$ cat src/rtl/snic_boot_ctrl.sv
// snic_boot_ctrl: host AXI-Lite control/status block that sequences the soft core
// through HALT / RESET_HOLD / RUN and drives a guaranteed-width core reset.
module snic_boot_ctrl #(
  parameter int ADDR_W           = 32,
  parameter int RST_HOLD_DEFAULT = 16,
  parameter int CNT_W            = 16
) (
  input  logic              core_clk,
  input  logic              core_rst,
  input  logic              s_awvalid,
  output logic              s_awready,
  input  logic [ADDR_W-1:0] s_awaddr,
  input  logic              s_wvalid,
  output logic              s_wready,
  input  logic [31:0]       s_wdata,
  input  logic [3:0]        s_wstrb,
  output logic              s_bvalid,
  input  logic              s_bready,
  output logic [1:0]        s_bresp,
  input  logic              s_arvalid,
  output logic              s_arready,
  input  logic [ADDR_W-1:0] s_araddr,
  output logic              s_rvalid,
  input  logic              s_rready,
  output logic [31:0]       s_rdata,
  output logic [1:0]        s_rresp,
  output logic              core_rst_out,
  output logic              core_running
);

  typedef enum logic [1:0] {
    ST_HALT = 2'd0,
    ST_HOLD = 2'd1,
    ST_RUN  = 2'd2
  } state_t;

  state_t           state_r;
  logic [CNT_W-1:0] hold_cnt_r;
  logic [CNT_W-1:0] rst_cycles_r;
  logic [31:0]      boot_cnt_r;
  logic             run_r;
  logic             soft_r;
  logic             core_rst_out_r;
  logic             core_running_r;

  logic             aw_full_r;
  logic             w_full_r;
  logic [1:0]       wsel_r;
  logic [31:0]      wdata_r;
  logic [3:0]       wstrb_r;
  logic             awready_r;
  logic             wready_r;
  logic             bvalid_r;
  logic [1:0]       bresp_r;

  logic             arready_r;
  logic             rvalid_r;
  logic [31:0]      rdata_r;
  logic [1:0]       rresp_r;

  logic             commit_s;
  logic             ctrl_wr_s;
  logic             rc_wr_s;
  logic             ro_wr_s;
  logic [31:0]      wmask_s;
  logic [CNT_W-1:0] rc_merge_s;
  logic [31:0]      status_s;
  logic [31:0]      rd_mux_s;
  logic             unused_s;

  assign s_awready    = awready_r;
  assign s_wready     = wready_r;
  assign s_bvalid     = bvalid_r;
  assign s_bresp      = bresp_r;
  assign s_arready    = arready_r;
  assign s_rvalid     = rvalid_r;
  assign s_rdata      = rdata_r;
  assign s_rresp      = rresp_r;
  assign core_rst_out = core_rst_out_r;
  assign core_running = core_running_r;

  // Address bits outside [3:2] and data bits beyond the register widths are don't-care.
  assign unused_s = ^{s_awaddr, s_araddr, wdata_r, wmask_s};

  // Decode the captured write and build the byte-merged RESET_CYCLES value.
  always_comb begin
    commit_s   = aw_full_r & w_full_r & ~bvalid_r;
    ctrl_wr_s  = 1'b0;
    rc_wr_s    = 1'b0;
    ro_wr_s    = 1'b0;
    wmask_s    = {{8{wstrb_r[3]}}, {8{wstrb_r[2]}}, {8{wstrb_r[1]}}, {8{wstrb_r[0]}}};
    rc_merge_s = (rst_cycles_r & ~wmask_s[CNT_W-1:0]) | (wdata_r[CNT_W-1:0] & wmask_s[CNT_W-1:0]);
    case (wsel_r)
      2'd0:       ctrl_wr_s = commit_s & wstrb_r[0];
      2'd2:       rc_wr_s   = commit_s;
      2'd1, 2'd3: ro_wr_s   = commit_s;
      default:    ro_wr_s   = 1'b0;
    endcase
  end

  // Read-side register mux; STATUS reflects the registered outputs.
  always_comb begin
    status_s = {22'd0, state_r, 6'd0, core_rst_out_r, core_running_r};
    case (s_araddr[3:2])
      2'd0:    rd_mux_s = {31'd0, run_r};
      2'd1:    rd_mux_s = status_s;
      2'd2:    rd_mux_s = 32'(rst_cycles_r);
      2'd3:    rd_mux_s = boot_cnt_r;
      default: rd_mux_s = 32'd0;
    endcase
  end

  // Write channel: independent AW/W capture, commit one cycle later, B held until bready.
  always_ff @(posedge core_clk) begin
    if (core_rst) begin
      awready_r <= 1'b1;
      wready_r  <= 1'b1;
      aw_full_r <= 1'b0;
      w_full_r  <= 1'b0;
      wsel_r    <= 2'd0;
      wdata_r   <= 32'd0;
      wstrb_r   <= 4'd0;
      bvalid_r  <= 1'b0;
      bresp_r   <= 2'b00;
    end else begin
      if (s_awvalid && awready_r) begin
        aw_full_r <= 1'b1;
        awready_r <= 1'b0;
        wsel_r    <= s_awaddr[3:2];
      end
      if (s_wvalid && wready_r) begin
        w_full_r <= 1'b1;
        wready_r <= 1'b0;
        wdata_r  <= s_wdata;
        wstrb_r  <= s_wstrb;
      end
      if (commit_s) begin
        aw_full_r <= 1'b0;
        w_full_r  <= 1'b0;
        bvalid_r  <= 1'b1;
        bresp_r   <= ro_wr_s ? 2'b10 : 2'b00;
      end else if (bvalid_r && s_bready) begin
        bvalid_r  <= 1'b0;
        awready_r <= 1'b1;
        wready_r  <= 1'b1;
      end
    end
  end

  // Host-writable registers; SOFT_RST lives for exactly one cycle after its commit.
  always_ff @(posedge core_clk) begin
    if (core_rst) begin
      run_r        <= 1'b0;
      soft_r       <= 1'b0;
      rst_cycles_r <= CNT_W'(RST_HOLD_DEFAULT);
    end else begin
      soft_r <= 1'b0;
      if (ctrl_wr_s) begin
        run_r  <= wdata_r[0];
        soft_r <= wdata_r[0] & wdata_r[1];
      end
      if (rc_wr_s) begin
        rst_cycles_r <= rc_merge_s;
      end
    end
  end

  // Life-cycle FSM with outputs registered alongside the state.
  always_ff @(posedge core_clk) begin
    if (core_rst) begin
      state_r        <= ST_HALT;
      hold_cnt_r     <= {CNT_W{1'b0}};
      boot_cnt_r     <= 32'd0;
      core_rst_out_r <= 1'b1;
      core_running_r <= 1'b0;
    end else begin
      case (state_r)
        ST_HALT: begin
          if (run_r) begin
            state_r    <= ST_HOLD;
            hold_cnt_r <= rst_cycles_r;
          end
        end
        ST_HOLD: begin
          if (!run_r) begin
            state_r <= ST_HALT;
          end else if (hold_cnt_r == {CNT_W{1'b0}}) begin
            state_r        <= ST_RUN;
            boot_cnt_r     <= boot_cnt_r + 32'd1;
            core_rst_out_r <= 1'b0;
            core_running_r <= 1'b1;
          end else begin
            hold_cnt_r <= hold_cnt_r - CNT_W'(1'b1);
          end
        end
        ST_RUN: begin
          if (!run_r) begin
            state_r        <= ST_HALT;
            core_rst_out_r <= 1'b1;
            core_running_r <= 1'b0;
          end else if (soft_r) begin
            state_r        <= ST_HOLD;
            hold_cnt_r     <= rst_cycles_r;
            core_rst_out_r <= 1'b1;
            core_running_r <= 1'b0;
          end
        end
        default: begin
          state_r        <= ST_HALT;
          core_rst_out_r <= 1'b1;
          core_running_r <= 1'b0;
        end
      endcase
    end
  end

  // Read channel: single outstanding read, data held until rready.
  always_ff @(posedge core_clk) begin
    if (core_rst) begin
      arready_r <= 1'b1;
      rvalid_r  <= 1'b0;
      rdata_r   <= 32'd0;
      rresp_r   <= 2'b00;
    end else if (s_arvalid && arready_r) begin
      arready_r <= 1'b0;
      rvalid_r  <= 1'b1;
      rdata_r   <= rd_mux_s;
      rresp_r   <= 2'b00;
    end else if (rvalid_r && s_rready) begin
      arready_r <= 1'b1;
      rvalid_r  <= 1'b0;
    end
  end

endmodule

$ cat config.mk
export PLATFORM = sky130hd
export DESIGN_NAME = snic_boot_ctrl
export DESIGN_NICKNAME = d
export VERILOG_FILES = /design/src/rtl/snic_boot_ctrl.sv
export SDC_FILE = /design/constraint.sdc
export NUM_CORES = 1
export LEC_CHECK = 0
export BUFFER_PORTS_ARGS = -buffer_cell sky130_fd_sc_hd__buf_2
export CAP_MARGIN = 25
export CELL_PAD_IN_SITES_DETAIL_PLACEMENT = 2
export CELL_PAD_IN_SITES_GLOBAL_PLACEMENT = 2
export CORE_ASPECT_RATIO = 0.7
export CORE_MARGIN = 3
export CORE_UTILIZATION = 31
export DETAILED_ROUTE_END_ITERATION = 16
export PLACE_DENSITY = 0.91
export SETUP_SLACK_MARGIN = 0.3
export SLEW_MARGIN = 10
export SYNTH_ARGS = -nofsm -noshare
export SYNTH_HDL_FRONTEND = slang
export SYNTH_SLANG_ARGS = --single-unit
$ cat constraint.sdc
create_clock -name core_clk -period 3.6 [get_ports core_clk]
set_input_delay 0.18 -clock core_clk [delete_from_list [all_inputs] [get_ports core_clk]]
set_output_delay 0.18 -clock core_clk [all_outputs]
set_load 0.005 [all_outputs]
==> flow_metrics.env, run 1 <==
export IMPL_die_y_um=119
export IMPL_start_kind="flop"
export IMPL_routed_wl_mm=21.4
export IMPL_grt_pass1_vias=5857
export IMPL_vias_per_cell=5.53
export IMPL_synth_seq_area_share=0.457
export IMPL_grt_pass1_wl_mm=33.7
export IMPL_ys_flop_type="dfxtp_1"
export IMPL_p_leak_nw=2.55
export IMPL_syn_avg_cell_area_um2=8.58
export IMPL_htree_num_levels=4
export IMPL_clkLatencyLatePin_ps=430
export IMPL_dieArea_um2=20100
export IMPL_fin_nets=835
export IMPL_power_density_nw_per_um2=492
export IMPL_hold_viol=0
export IMPL_cp_cell_sequence="inv_1, ha_1, or4b_4, nor4_4, nand3_2, or4_1, a21oi_1"
export IMPL_syn_inst=664
export IMPL_die_w_um=168
export IMPL_cts_tree="yes"
export IMPL_clock_path_buffers=2
export IMPL_dpl_instance_area_um2=6190
export IMPL_netlist_area_leader_share=0.457
export IMPL_slew_headroom=0.389
export IMPL_async_flop_share=0
export IMPL_path_max_fanout=13
export IMPL_cts_sinks=130
export IMPL_yosysUniqueCellTypes=56
export IMPL_arrival_ps=3340
export IMPL_post_cts_resized=0
export IMPL_gr_usage_all_layers=0.213
export IMPL_ant_nets=0
export IMPL_synth_area_um2=5690
export IMPL_max_freq_mhz=333
export IMPL_setup_viol=0
export IMPL_n_antenna_cell=0
export IMPL_critPathCaptureType="flop"
export IMPL_dp_hpwl_mm=13.8
export IMPL_cts_clk_slew_worst_paths_ps=60
export IMPL_fin_skew_ps=9.93
export IMPL_core_area_um2=17600
export IMPL_drt_iter0_markers=357
export IMPL_grt_start_max_net_pins=78
export IMPL_ys_warn_count=0
export IMPL_ys_top_cells_by_area="dfxtp_1 (46%), nand2_1 (5.9%), a21oi_1 (5.3%), nor2_1 (5.1%), a22oi_1 (3.7%)"
export IMPL_drc=0
export IMPL_worstSetupPathType="flop to flop"
export IMPL_min_period_ps=3000
export IMPL_port_buffers=68
export IMPL_finalMaxSlewViolations=0
export IMPL_yosysTopAreaCell="dfxtp_1"
export IMPL_slowest_stage="or4_1"
export IMPL_layout_drive_gt1_share=0.183
export IMPL_fin_crit_sh=0.834
export IMPL_finish_instance_area_um2=6880
export IMPL_status="complete, no violations"
export IMPL_max_cap_violations=0
export IMPL_wl_per_cell_um=22.0
export IMPL_num_vias=5362
export IMPL_rsz0062_at_grt="false"
export IMPL_synth_edf_count=0
export IMPL_antenna_found_initial=0
export IMPL_peakVddDrop_mv=0.264
export IMPL_cpPeakStageDelay_ps=620
export IMPL_root_buffer="clkbuf_16"
export IMPL_cts_buffers=17
export IMPL_syn_to_final_growth_pct=20.9
export IMPL_fin_setup_tns_ps=0
export IMPL_grt_ovfl_total=0
export IMPL_num_rows=40
export IMPL_drt_first_pass_iters=5
export IMPL_io_pins=150
export IMPL_initial_utilization=0.324
export IMPL_worstMarginPinSlew_ps=914
export IMPL_synth_seq_cells=130
export IMPL_cp_required_ps=3940
export IMPL_nFillCells=1943
export IMPL_hold_path_class="primary input to flop"
export IMPL_gp_congestion=0.827
-- per-stage QoR --
step                      cells  utilization  setup slack, ps  hold WS, ps  total power, mW
after floorplan             666            -             1100          280             1.58
after global placement      928        0.352              757          399             1.63
after detailed placement    928        0.352              682          409             1.64
after CTS                   970        0.392              578         1.44             3.41
after global routing        970        0.392              390         5.80             3.49
final                       970        0.392              598         4.23             3.39
-- routing by layer --
layer	global-route usage	vias up	part of all wire
met5	0	-	0
met4	0.0634	0	0.015
met3	0.0392	29	0.049
met2	0.354	153	0.47
met1	0.283	2704	0.46
li1	-	2476	-
-- placed cells by master (no fill, tap or decap), types with 11 or more instances in the layout --
master	n
o31ai_1	12
dfxtp_1	130
a21oi_1	60
nand3_1	12
mux2_2	15
nand2_1	90
nor2_1	77
nor3_1	13
o21ai_0	28
a22oi_1	28
nor4_1	11
mux2i_1	18
xnor2_1	12
buf_2	67
clkbuf_16	17
-- critical path: cells and delay by family (launching register included) --
family / cells / cell delay (ps)
buffers and inverters: 1 / 120
AND/OR/NAND/NOR: 4 / 1980
flip-flops: 1 / 350
adder cells (fa/ha/maj): 1 / 250
AO/OA/AOI/OAI: 1 / 200
-- logic make-up after synthesis --
kind of cell | after synthesis | share of synthesized area
and+or+nand+nor | 274 | 0.238
AOI/OAI and AO/OA | 150 | 0.162
DFF | 130 | 0.457
buffers and inverters | 53 | 0.0422
muxes | 34 | 0.0653
xor gates and xnor gates | 20 | 0.0308
adders and majority gates | 2 | 0.00439
other | 1 | 0.000659
-- area by class of cell --
| type | count | area, µm² | share of cell area |
|---|---|---|---|
| clock buffer | 20 | 467 | 0.0678 |
| timing repair buffer | 85 | 495 | 0.0720 |
| inverter | 9 | 33.8 | 0.00491 |
| clock inverter | 12 | 130 | 0.0189 |
| tap | 231 | 289 | 0.0420 |
| sequential | 130 | 2600 | 0.378 |
| multi-input combinational | 483 | 2870 | 0.416 |
-- report_power, final --
group	leakage [nW]	switching, mW	internal (mW)
Combinational	1.20	0.0973	0.0490
Clock	0.293	0.686	1.07
Sequential	1.05	0.0199	1.46
Total	2.55	0.803	2.58
-- timing repair --
item	CTS	global route
setup buffers	0	0
endpoints found under the hold margin	8	0
hold buffers	10	0
-- cells in the mapped netlist, types with 4 or more instances --
cell type  number
or3_1           4
a22oi_1        28
nor3_1         13
xnor2_1        12
and4_1          6
buf_6           4
and3_1          6
nand2b_1        7
a21oi_1        60
nor4_1         11
nand3_1        12
nor2b_1         5
mux2i_1        18
or4_1          10
nand4_1        10
clkbuf_1       35
mux2_2         15
nor2_1         77
o21ai_0        28
inv_1           9
and2_1          5
xor2_1          8
dfxtp_1       130
nand2_1        90
o31ai_1        12
a221oi_1        4
-- worst paths after layout --
path              slack, ps          start  depth (start not counted)        endpoint
setup / recovery        600  hold_cnt_r[0]                          7  boot_cnt_r[23]
hold / removal            4     s_wdata[9]                          3      wdata_r[9]
setup reg to reg        600  hold_cnt_r[0]                          7  boot_cnt_r[23]
hold reg to reg         470    wdata_r[13]                          2     wdata_r[13]
(Power assumes the default switching activity.)
==> run 2: changes to the inputs <==
--- a/config.mk
+++ b/config.mk
@@ -5,15 +5,16 @@
 export SDC_FILE = /design/constraint.sdc
 export NUM_CORES = 1
 export LEC_CHECK = 0
+export ABC_AREA = 1
 export BUFFER_PORTS_ARGS = -buffer_cell sky130_fd_sc_hd__buf_2
 export CAP_MARGIN = 25
 export CELL_PAD_IN_SITES_DETAIL_PLACEMENT = 2
 export CELL_PAD_IN_SITES_GLOBAL_PLACEMENT = 2
 export CORE_ASPECT_RATIO = 0.7
 export CORE_MARGIN = 3
-export CORE_UTILIZATION = 31
+export CORE_UTILIZATION = 28
 export DETAILED_ROUTE_END_ITERATION = 16
-export PLACE_DENSITY = 0.91
+export PLACE_DENSITY = 0.9
 export SETUP_SLACK_MARGIN = 0.3
 export SLEW_MARGIN = 10
 export SYNTH_ARGS = -nofsm -noshare
==> constraint.sdc (replaced) <==
create_clock -name core_clk -period 3 [get_ports core_clk]
set_input_delay 0.15 -clock core_clk [delete_from_list [all_inputs] [get_ports core_clk]]
set_output_delay 0.15 -clock core_clk [all_outputs]
set_load 0.005 [all_outputs]
==> run 2 against run 1 <==
Effect of this change:
- the run now ends with hold timing left
- global-route usage up 2.2 points
- clock-buffer cell count down 3
- sequential power up 20%
- total power is 23% higher
- synthesized cell count rose by 36%
- fmax increased by 27%
- clock power increased by 24%
- clock skew is 9.3 ps higher
- register-to-register slack improved by 30 ps
- non-clock buffer count is 8 higher
- worst hold slack got worse by 16 ps
- first-iteration DRC count grew 39%
- critical path type unchanged
- critical endpoint is now hold_cnt_r[2]
- highest routed layer unchanged
==> flow_metrics.env, run 2 <==
export IMPL_drt_iter0_markers=497
export IMPL_grt_ovfl_total=0
export IMPL_syn_inst=904
export IMPL_drt_first_pass_iters=5
export IMPL_p_leak_nw=2.92
export IMPL_path_max_fanout=13
export IMPL_yosysTopAreaCell="dfxtp_1"
export IMPL_rr_worst_depth=9
export IMPL_worstSetupPathType="flop to flop"
export IMPL_final_common_cell="nand2_1"
export IMPL_ant_nets=0
export IMPL_synth_xor_area_frac=0.0116
export IMPL_fin_crit_sh=0.791
export IMPL_max_freq_mhz=422
export IMPL_synth_top_family_by_area="simple AND/OR/NAND/NOR gates"
export IMPL_yosysUniqueCellTypes=31
export IMPL_cp_required_ps=3270
export IMPL_fin_skew_ps=19.2
export IMPL_cts_sinks=130
export IMPL_start_kind="flop"
export IMPL_rsz0062_at_grt="false"
export IMPL_min_path_cells=3
export IMPL_cp_cell_sequence="inv_1, ha_1, nand2_1, nor2_4, nand2_1, nand2_1, nand2_1, o21ai_0, a21oi_1"
export IMPL_async_flop_share=0
export IMPL_slowest_stage="o21ai_0"
export IMPL_clock_path_buffers=2
export IMPL_grt_pass1_wl_mm=42.6
export IMPL_gp_congestion=0.867
export IMPL_critPathCaptureType="flop"
export IMPL_ys_warn_count=0
export IMPL_cts_buffers=17
export IMPL_wl_met2_mm=12.8
export IMPL_wl_per_cell_um=21.3
export IMPL_peakVddDrop_mv=0.456
export IMPL_m1WireLength_mm=12.1
export IMPL_hold_path_class="primary input to flop"
export IMPL_fin_setup_tns_ps=0
export IMPL_gr_usage_all_layers=0.235
export IMPL_num_rows=44
export IMPL_final_cell_mix="nand2_1 (242), nor2_1 (185), dfxtp_1 (130), buf_2 (68), inv_1 (64)"
export IMPL_slew_headroom=0.348
export IMPL_routed_wl_mm=27.2
export IMPL_ys_top_cells_by_area="dfxtp_1 (43%), nand2_1 (15%), nor2_1 (11%), a21oi_1 (5.1%), o21ai_0 (5.0%)"
export IMPL_hold_viol=1
export IMPL_layout_drive_gt1_share=0.126
export IMPL_grt_pass1_vias=7236
export IMPL_hold_slack_ps=-11.3
export IMPL_power_density_nw_per_um2=564
export IMPL_synth_simple_area_share=0.341
export IMPL_n_antenna_cell=0
export IMPL_num_vias=6637
export IMPL_arrival_ps=2640
export IMPL_ys_flop_type="dfxtp_1"
export IMPL_cp_common_cell="nand2_1"
export IMPL_port_buffers=68
export IMPL_cts_tree="yes"
export IMPL_io_pins=150
export IMPL_synth_compound_area_frac=0.138
export IMPL_post_cts_resized=0
export IMPL_max_cap_violations=0
export IMPL_clkLatencyLatePin_ps=450
export IMPL_fin_nets=1092
export IMPL_cts_setup_buffers=0
export IMPL_synth_seq_area_share=0.431
export IMPL_setup_slack_ps=628
export IMPL_finalMaxSlewViolations=0
export IMPL_die_y_um=129
export IMPL_setup_viol=0
export IMPL_antenna_found_initial=0
export IMPL_cpPeakStageDelay_ps=370
export IMPL_ctsHoldBuffers=16
export IMPL_htree_num_levels=4
export IMPL_syn_to_final_growth_pct=22.5
export IMPL_wl_met3_mm=1.44
export IMPL_violations="hold timing"
export IMPL_root_buffer="clkbuf_16"
export IMPL_synthAdderAreaFrac=0.00414
export IMPL_synth_seq_cells=130
export IMPL_netlist_area_leader_share=0.431
export IMPL_core_area_um2=21000
export IMPL_syn_avg_cell_area_um2=6.68
export IMPL_synth_most_common_cell="nand2_1"
export IMPL_synthMuxAreaShare=0.00166
export IMPL_post_place_ws_ps=843
export IMPL_nFillCells=2509
export IMPL_synth_area_um2=6040
export IMPL_worstMarginPinSlew_ps=974
export IMPL_dp_hpwl_mm=16.6
export IMPL_synth_edf_count=0
export IMPL_die_w_um=182
export IMPL_ys_top_cells_by_count="nand2_1 (242), nor2_1 (185), dfxtp_1 (130), inv_1 (64), a21oi_1 (61)"
export IMPL_vias_per_cell=5.22
export IMPL_cts_clk_slew_worst_paths_ps=70
export IMPL_dieArea_um2=23400
export IMPL_drc=0
export IMPL_status="finished with violations"
export IMPL_highest_layer="met4"
export IMPL_grt_start_max_net_pins=64
export IMPL_min_period_ps=2370
export IMPL_initial_utilization=0.288
export IMPL_finalPower_mw=4.17
==> run 2: cell count changes in the layout (fill, tap and decap cells not counted), sizes merged, moves of 11 or more <==
cell	change
or4	-11
mux2i	-17
o21ai	+31
a31oi	+11
a22oi	-12
nor4	-12
nor2	+118
nand2	+154
inv	+65
mux2	-15
o31ai	-12
nand3	+31
==> run 2: layout make-up <==
class / count / area [µm²] / share of cell area
multi-input cells: 671 / 3020 / 0.408
flip-flops and latches: 130 / 2600 / 0.352
repair buffers: 93 / 568 / 0.0768
clock buffers: 17 / 425 / 0.0575
well taps: 276 / 345 / 0.0467
inverters: 70 / 263 / 0.0355
clock inverters: 15 / 180 / 0.0243
==> run 2: power breakdown <==
group	total, mW	switching, mW	internal (mW)
clock network	2.18	1.05	1.13
registers	1.78	0.0234	1.76
logic	0.213	0.142	0.0705
==> run 2: kinds of logic after synthesis <==
kind of cell / after synthesis
simple gates: 503
compound gates: 154
flops: 130
buf+inv: 105
xor+xnor: 8
fa+ha+maj: 2
other cells: 1
mux: 1
==> run 2: final timing paths <==
| check | start | endpoint | slack, ps |
|---|---|---|---|
| worst min register to register | s_rvalid | s_rvalid | 480 |
| worst max-delay path | hold_cnt_r[1] | hold_cnt_r[2] | 630 |
| worst min-delay path | s_wdata[6] | wdata_r[6] | -10 |
| worst max register to register | hold_cnt_r[1] | hold_cnt_r[2] | 630 |
==> run 2: metrics by stage <==
step | utilization | hold slack [ps] | std cells | area, µm²
2_1_floorplan | - | 250 | 906 | 6050
3_3_place_gp | 0.316 | 355 | 1224 | 6630
3_5_place_dp | 0.316 | 369 | 1224 | 6630
4_1_cts | 0.353 | 1.03 | 1272 | 7400
5_1_grt | 0.353 | 13.5 | 1272 | 7400
6_report | 0.353 | -11.3 | 1272 | 7400
==> run 2: critical path: cells and delay by family (launching register included) <==
family / cells / cell delay [ps]
fa+ha+maj: 1 / 270
simple gates: 5 / 960
buf+inv: 1 / 110
compound gates: 2 / 510
flops: 1 / 340
==> run 2: metal layers <==
metal | up-vias | track usage
met3 | 60 | 0.0497
met1 | 3302 | 0.296
met2 | 210 | 0.396
met5 | - | 0
li1 | 3065 | -
met4 | 0 | 0.0922
